==> config.mk <==
export PLATFORM = sky130hd
export DESIGN_NAME = countdown_timer_ctrl
export DESIGN_NICKNAME = d
export VERILOG_FILES = /design/src/rtl/countdown_timer_ctrl.sv
export SDC_FILE = /design/constraint.sdc
export NUM_CORES = 1
export LEC_CHECK = 0
export ABC_AREA = 1
export CORE_UTILIZATION = 40
export DETAILED_ROUTE_END_ITERATION = 10
export PLACE_DENSITY = 0.73
export SLEW_MARGIN = 20
export SYNTH_ARGS = -nofsm -noshare
export SYNTH_HDL_FRONTEND = slang
export SYNTH_SLANG_ARGS = --single-unit
==> constraint.sdc <==
create_clock -name clk -period 1.5 [get_ports clk]
set_input_delay 0.3 -clock clk [delete_from_list [all_inputs] [get_ports clk]]
set_output_delay 0.3 -clock clk [all_outputs]
set_load 0.02 [all_outputs]
==> src/rtl/countdown_timer_ctrl.sv <==
`default_nettype none
// ============================================================================
// Module      : countdown_timer_ctrl
// Description : Command-driven minutes:seconds countdown sequencer. It clamps
//               the preset, divides the system clock into a 1 s tick and
//               walks the min/sec counters down to 00:00.
// Revision    : 1.0 - initial release
// ============================================================================
module countdown_timer_ctrl #(
    parameter int TICK_DIV = 50000000,
    parameter int CNT_W    = 26
) (
    input  logic       clk,
    input  logic       rst,
    input  logic       load,
    input  logic [5:0] min_in,
    input  logic [5:0] sec_in,
    input  logic       start,
    input  logic       pause,
    input  logic       abort,
    output logic [5:0] cur_min,
    output logic [5:0] cur_sec,
    output logic [2:0] state,
    output logic       busy,
    output logic       tick,
    output logic       done,
    output logic       expired
);

    typedef enum logic [2:0] {
        S_IDLE   = 3'd0,
        S_LOADED = 3'd1,
        S_RUN    = 3'd2,
        S_PAUSE  = 3'd3,
        S_DONE   = 3'd4
    } state_t;

    localparam logic [CNT_W-1:0] c_PRESC_LAST = CNT_W'(TICK_DIV - 1);
    localparam logic [5:0]       c_MAX_VAL    = 6'd59;

    state_t           r_state_q, w_state_d;
    logic [5:0]       r_min_q, w_min_d;
    logic [5:0]       r_sec_q, w_sec_d;
    logic [CNT_W-1:0] r_presc_q, w_presc_d;
    logic             r_tick_q, w_tick_d;
    logic             r_done_q, w_done_d;
    logic             r_busy_q, r_expired_q;

    logic [5:0]       w_min_clamp, w_sec_clamp;
    logic             w_cmd_load, w_cmd_pause, w_cmd_start;
    logic             w_wrap;

    // Preset clamping and one-hot command decode in abort > load > pause > start order
    always_comb begin
        w_min_clamp = (min_in > c_MAX_VAL) ? c_MAX_VAL : min_in;
        w_sec_clamp = (sec_in > c_MAX_VAL) ? c_MAX_VAL : sec_in;
        w_cmd_load  = !abort && load;
        w_cmd_pause = !abort && !load && pause;
        w_cmd_start = !abort && !load && !pause && start;
        w_wrap      = (r_presc_q == c_PRESC_LAST);
    end

    // Next-state, counter and prescaler logic for the sequencer
    always_comb begin
        w_state_d = r_state_q;
        w_min_d   = r_min_q;
        w_sec_d   = r_sec_q;
        w_presc_d = r_presc_q;
        w_tick_d  = 1'b0;
        w_done_d  = 1'b0;

        if (abort) begin
            // Cancel from any state without reporting completion
            w_state_d = S_IDLE;
            w_min_d   = 6'd0;
            w_sec_d   = 6'd0;
            w_presc_d = '0;
        end else begin
            case (r_state_q)
                S_IDLE, S_LOADED, S_DONE, S_PAUSE: begin
                    if (w_cmd_load) begin
                        w_state_d = S_LOADED;
                        w_min_d   = w_min_clamp;
                        w_sec_d   = w_sec_clamp;
                        w_presc_d = '0;
                    end else if (w_cmd_start && r_state_q == S_LOADED) begin
                        // A zero preset completes immediately without a tick
                        if (r_min_q == 6'd0 && r_sec_q == 6'd0) begin
                            w_state_d = S_DONE;
                            w_done_d  = 1'b1;
                        end else begin
                            w_state_d = S_RUN;
                            w_presc_d = '0;
                        end
                    end else if (w_cmd_start && r_state_q == S_PAUSE) begin
                        // Resume with the held prescaler so no cycles are lost
                        w_state_d = S_RUN;
                    end
                end
                S_RUN: begin
                    if (w_cmd_pause) begin
                        // Pause beats a coincident wrap: prescaler simply holds
                        w_state_d = S_PAUSE;
                    end else if (w_wrap) begin
                        w_presc_d = '0;
                        w_tick_d  = 1'b1;
                        if (r_sec_q != 6'd0) begin
                            w_sec_d = r_sec_q - 6'd1;
                        end else begin
                            w_sec_d = c_MAX_VAL;
                            w_min_d = r_min_q - 6'd1;
                        end
                        // RUN never holds 00:00, so 00:01 is the last step
                        if (r_min_q == 6'd0 && r_sec_q == 6'd1) begin
                            w_state_d = S_DONE;
                            w_done_d  = 1'b1;
                        end
                    end else begin
                        w_presc_d = r_presc_q + 1'b1;
                    end
                end
                default: begin
                    w_state_d = S_IDLE;
                    w_min_d   = 6'd0;
                    w_sec_d   = 6'd0;
                    w_presc_d = '0;
                end
            endcase
        end
    end

    // State and output registers; status flags decoded from the next state
    always_ff @(posedge clk) begin
        if (rst) begin
            r_state_q   <= S_IDLE;
            r_min_q     <= 6'd0;
            r_sec_q     <= 6'd0;
            r_presc_q   <= '0;
            r_tick_q    <= 1'b0;
            r_done_q    <= 1'b0;
            r_busy_q    <= 1'b0;
            r_expired_q <= 1'b0;
        end else begin
            r_state_q   <= w_state_d;
            r_min_q     <= w_min_d;
            r_sec_q     <= w_sec_d;
            r_presc_q   <= w_presc_d;
            r_tick_q    <= w_tick_d;
            r_done_q    <= w_done_d;
            r_busy_q    <= (w_state_d == S_RUN) || (w_state_d == S_PAUSE);
            r_expired_q <= (w_state_d == S_DONE);
        end
    end

    assign cur_min = r_min_q;
    assign cur_sec = r_sec_q;
    assign state   = r_state_q;
    assign busy    = r_busy_q;
    assign tick    = r_tick_q;
    assign done    = r_done_q;
    assign expired = r_expired_q;

endmodule
`default_nettype wire

==> summary.md <==
| Metric | Value |
|---|---|
| Fin crit period | `1.67 ns` |
| Hold path endpoint | `r_presc_q[18]$_SDFFE_PP0P_` |
| Failing checks | `setup timing` |
| Hold_buf cts | `0` |
| CTS tree | `yes` |
| Syn_nets | `around 500` |
| H-tree levels | `2` |
| Input/output buffers | `36` |
| Maximum fanout along the worst path | `6` |
| FMAX | `approximately 600 MHz` |
| Distinct cell type count after synthesis | `33` |
| Share of cells above drive strength 1 | `around two fifths` |
| DIE AREA | `slightly below 0.008 mm^2` |
| Worst R2R Setup Slack | `-0.17 ns` |
| Setup TNS | `-4.49 ns` |
| Crit path arrival time | `around 1.9 ns` |
| GRT Util Overall | `around 27%` |
| Synth Area per Inst | `6.17 um^2` |
| Seq cells post-synth | `45` |
| DR iter-0 viols | `380` |
| RSZ-0062 raised after global routing | `true` |
| Finished Core Util | `69.6%` |
| Largest net degree at the start of global routing | `14` |
| Ant. Diodes | `0` |
| DP Worst Slack | `-0.535 ns` |
| CTS Buf Count | `5` |
| Least-Margin Pin Slew | `between 0.4 and 0.5 ns` |
| Vias in the first global route | `around 3600` |
| Reg-to-reg endpoint | `r_presc_q[4]$_SDFFE_PP0P_` |
| Initial Utilization | `roughly 42%` |
| Slew Viols, Final | `0` |
| CP Class | `flip-flop to flip-flop` |
| Overflow after GRT | `0` |
| Clk slew on worst S/H paths | `0.09 ns` |
| Status | `finished with violations` |
| DR vias/cell | `5.43` |
| Endpoint class of the critical path | `flip-flop` |
| Relative slew slack | `around 69%` |
| Vias | `roughly 3900` |
| Max Cap Viol | `0` |
| Fin. Hold Viols | `0` |
| CP Launch Type | `flip-flop` |
| CTS sink count | `45` |
| # DRC | `0` |
| WL per Instance | `around 15 um` |
| Maximum vdd drop | `between 0.6 and 0.7 mV` |
| Die X | `between 80 and 90 um` |
| Post-Route WL | `10700 um` |
| WHS Path Cells | `2` |
| # setup viols final | `43` |
| Vert. Die Dim | `approximately 88 um` |
| Drt pass-1 iters | `5` |
| Register-to-Register Path Depth | `10` |
| Finished Layout Cells | `between 700 and 800` |
| Final ANT Viol Nets | `0` |
| Clock Latency Late Sink | `roughly 0.31 ns` |
| Nets@finish | `638` |
| Syn Std Cell Area | `~0.003 mm^2` |
| HPWL after DPL | `between 6000 and 7000 um` |
| Initial antenna violation count | `0` |
| Leakage | `between 2 and 2.5 nW` |
| GPL Wtd Cong | `0.900` |
| Min-delay src | `r_presc_q[18]$_SDFFE_PP0P_` |
| Area growth syn-to-layout | `63.9%` |
| Crit share post-route | `112%` |
| Max clock buf depth | `2` |
| Overall Power | `approximately 0.0027 W` |
| Crit path required time | `about 1.7 ns` |
| Core footprint | `0.00694 mm^2` |
| Register area share after synthesis | `a little under a third` |
| Root buffer cell | `clkbuf_8` |
| Placed cells | `~680` |
| Layout fillers | `between 500 and 600` |
| Clk_skew | `0.0111 ns` |
| YS warnings | `0` |
| First-pass GRT wire length | `between 15000 and 20000 um` |
| Ports | `37` |
| Row Count | `30` |
| Hold WC Path Type | `flip-flop to flip-flop` |
| Mapped Cells | `478` |
| Setup ws final | `-0.173 ns` |
| Worst r2r src | `r_presc_q[1]$_SDFFE_PP0P_` |
| P per Cell Area | `between 500 and 600 mW/mm^2` |
cell families after synthesis:
kind of cell / count (synthesis) / share of synthesized area, %
simple gates: 291 / 44.5
xor+xnor: 4 / 1.19
buf+inv: 72 / 10.1
compound gates: 61 / 11.5
fa+ha+maj: 5 / 2.12
flops: 45 / 30.5
flip-flops by register name (all words and copies together) (netlist names):
signal	cells
busy	1
cur_min	6
cur_sec	6
done	1
expired	1
r_presc_q	26
state	3
tick	1
per-layer routing:
metal | vias to the layer above | global-route usage [%] | share of wire, %
met3 | 59 | 4.15 | 6.8
met1 | 1790 | 35.0 | 42
met5 | - | 0 | 0
met2 | 198 | 45.1 | 47
li1 | 1811 | - | -
met4 | 0 | 11.6 | 4.2
where the power goes:
| part | leakage (nW) | switching (W) | total [W] | internal (W) |
|---|---|---|---|---|
| registers | 0.370 | 0.0000131 | 0.00122 | 0.00121 |
| clock network | 0.0522 | 0.000431 | 0.000849 | 0.000418 |
| logic | 1.71 | 0.000345 | 0.000640 | 0.000296 |
| total | 2.13 | 0.000789 | 0.00271 | 0.00192 |
cells in the final DEF, fill, tap and decap left out, types with 7 or more instances in the layout:
cell	Yosys	final
inv_1	56	48
nor2_2	4	14
buf_6	2	7
nand2_2	6	26
buf_4	3	87
clkdlybuf4s50_1	0	14
nand3_2	0	10
nor2_4	2	11
nand2_1	120	90
nor2_1	84	65
dfxtp_2	0	11
inv_2	8	13
nand4_1	16	16
o21ai_0	13	12
a21oi_1	35	19
dlygate4sd2_1	0	22
nand3_1	40	28
nand2_4	3	11
a21oi_2	2	17
dfxtp_1	45	32
how the worst max path moves through the flow:
stage                                            end  depth (start not counted)                      start  slack [ns]
after global placement    r_presc_q[20]$_SDFFE_PP0P_                         10                      abort       -0.46
after detailed placement  r_presc_q[19]$_SDFFE_PP0P_                         10                      abort       -0.53
after CTS                         expired$_SDFF_PP0_                         11    cur_min[0]$_SDFFE_PP0P_       -0.14
after floorplan            r_presc_q[7]$_SDFFE_PP0P_                         10    cur_min[0]$_SDFFE_PP0P_      -0.004
after global routing       r_presc_q[4]$_SDFFE_PP0P_                         10  r_presc_q[1]$_SDFFE_PP0P_       -0.23
final                      r_presc_q[4]$_SDFFE_PP0P_                         10  r_presc_q[1]$_SDFFE_PP0P_       -0.17
cell usage after synthesis:
cell / count / share of area (%)
a21oi_2: 2 / 0.59
o21ai_1: 4 / 0.68
nor3_1: 7 / 1.2
o21ai_0: 13 / 2.2
buf_4: 3 / 0.76
nor2_1: 84 / 11
dfxtp_1: 45 / 31
o211ai_1: 1 / 0.25
buf_2: 1 / 0.17
nand4_1: 16 / 3.4
and2_1: 1 / 0.21
nand3_1: 40 / 6.8
xnor2_1: 1 / 0.30
inv_2: 8 / 1.0
nand2_4: 3 / 1.1
o21ai_4: 1 / 0.55
inv_1: 56 / 7.1
nor2_4: 2 / 0.76
nor4_1: 1 / 0.21
clkbuf_1: 2 / 0.25
a21oi_1: 35 / 5.9
and3_1: 1 / 0.21
buf_6: 2 / 0.76
nor3_2: 4 / 1.4
nand2_2: 6 / 1.3
a21boi_0: 1 / 0.25
o21ai_2: 1 / 0.30
o21a_1: 3 / 0.76
nand3_4: 2 / 1.2
nand2_1: 120 / 15
nor2_2: 4 / 0.85
xor2_1: 3 / 0.89
ha_1: 5 / 2.1
worst max-delay path, stage by stage (launching register included):
cell and delay [ns]:
dfxtp_2 0.37, ha_4 0.17, nand2_4 0.06, nor2_4 0.16
nand2_2 0.08, nor2_4 0.15, nand2_4 0.09, nand3_2 0.20
nand2_4 0.13, o21ai_1 0.12, nor2_1 0.05
layout make-up:
class / count / area [um^2] / share of cell area [%]
clock inverters: 1 / 5.00 / 0.104
inverters: 64 / 253 / 5.23
well taps: 96 / 120 / 2.48
repair buffers: 136 / 1190 / 24.7
clock buffers: 6 / 93.8 / 1.94
multi-input cells: 363 / 2250 / 46.5
flip-flops and latches: 45 / 922 / 19.1
metrics by stage:
step                      cell area [um^2]  hold WS (ns)
after floorplan                       3020         0.466
after CTS                             4680         0.478
final                                 4830         0.478
after detailed placement              4060         0.465
after global placement                4060         0.461
after global routing                  4830         0.489
what timing repair did:
action	CTS	global route
gates cloned	6	0
pin swaps	20	39
setup endpoints to repair	62	44
resized for setup	94	66
buffers inserted	16	6
No activity file was read; power rests on OpenSTA's default activity.
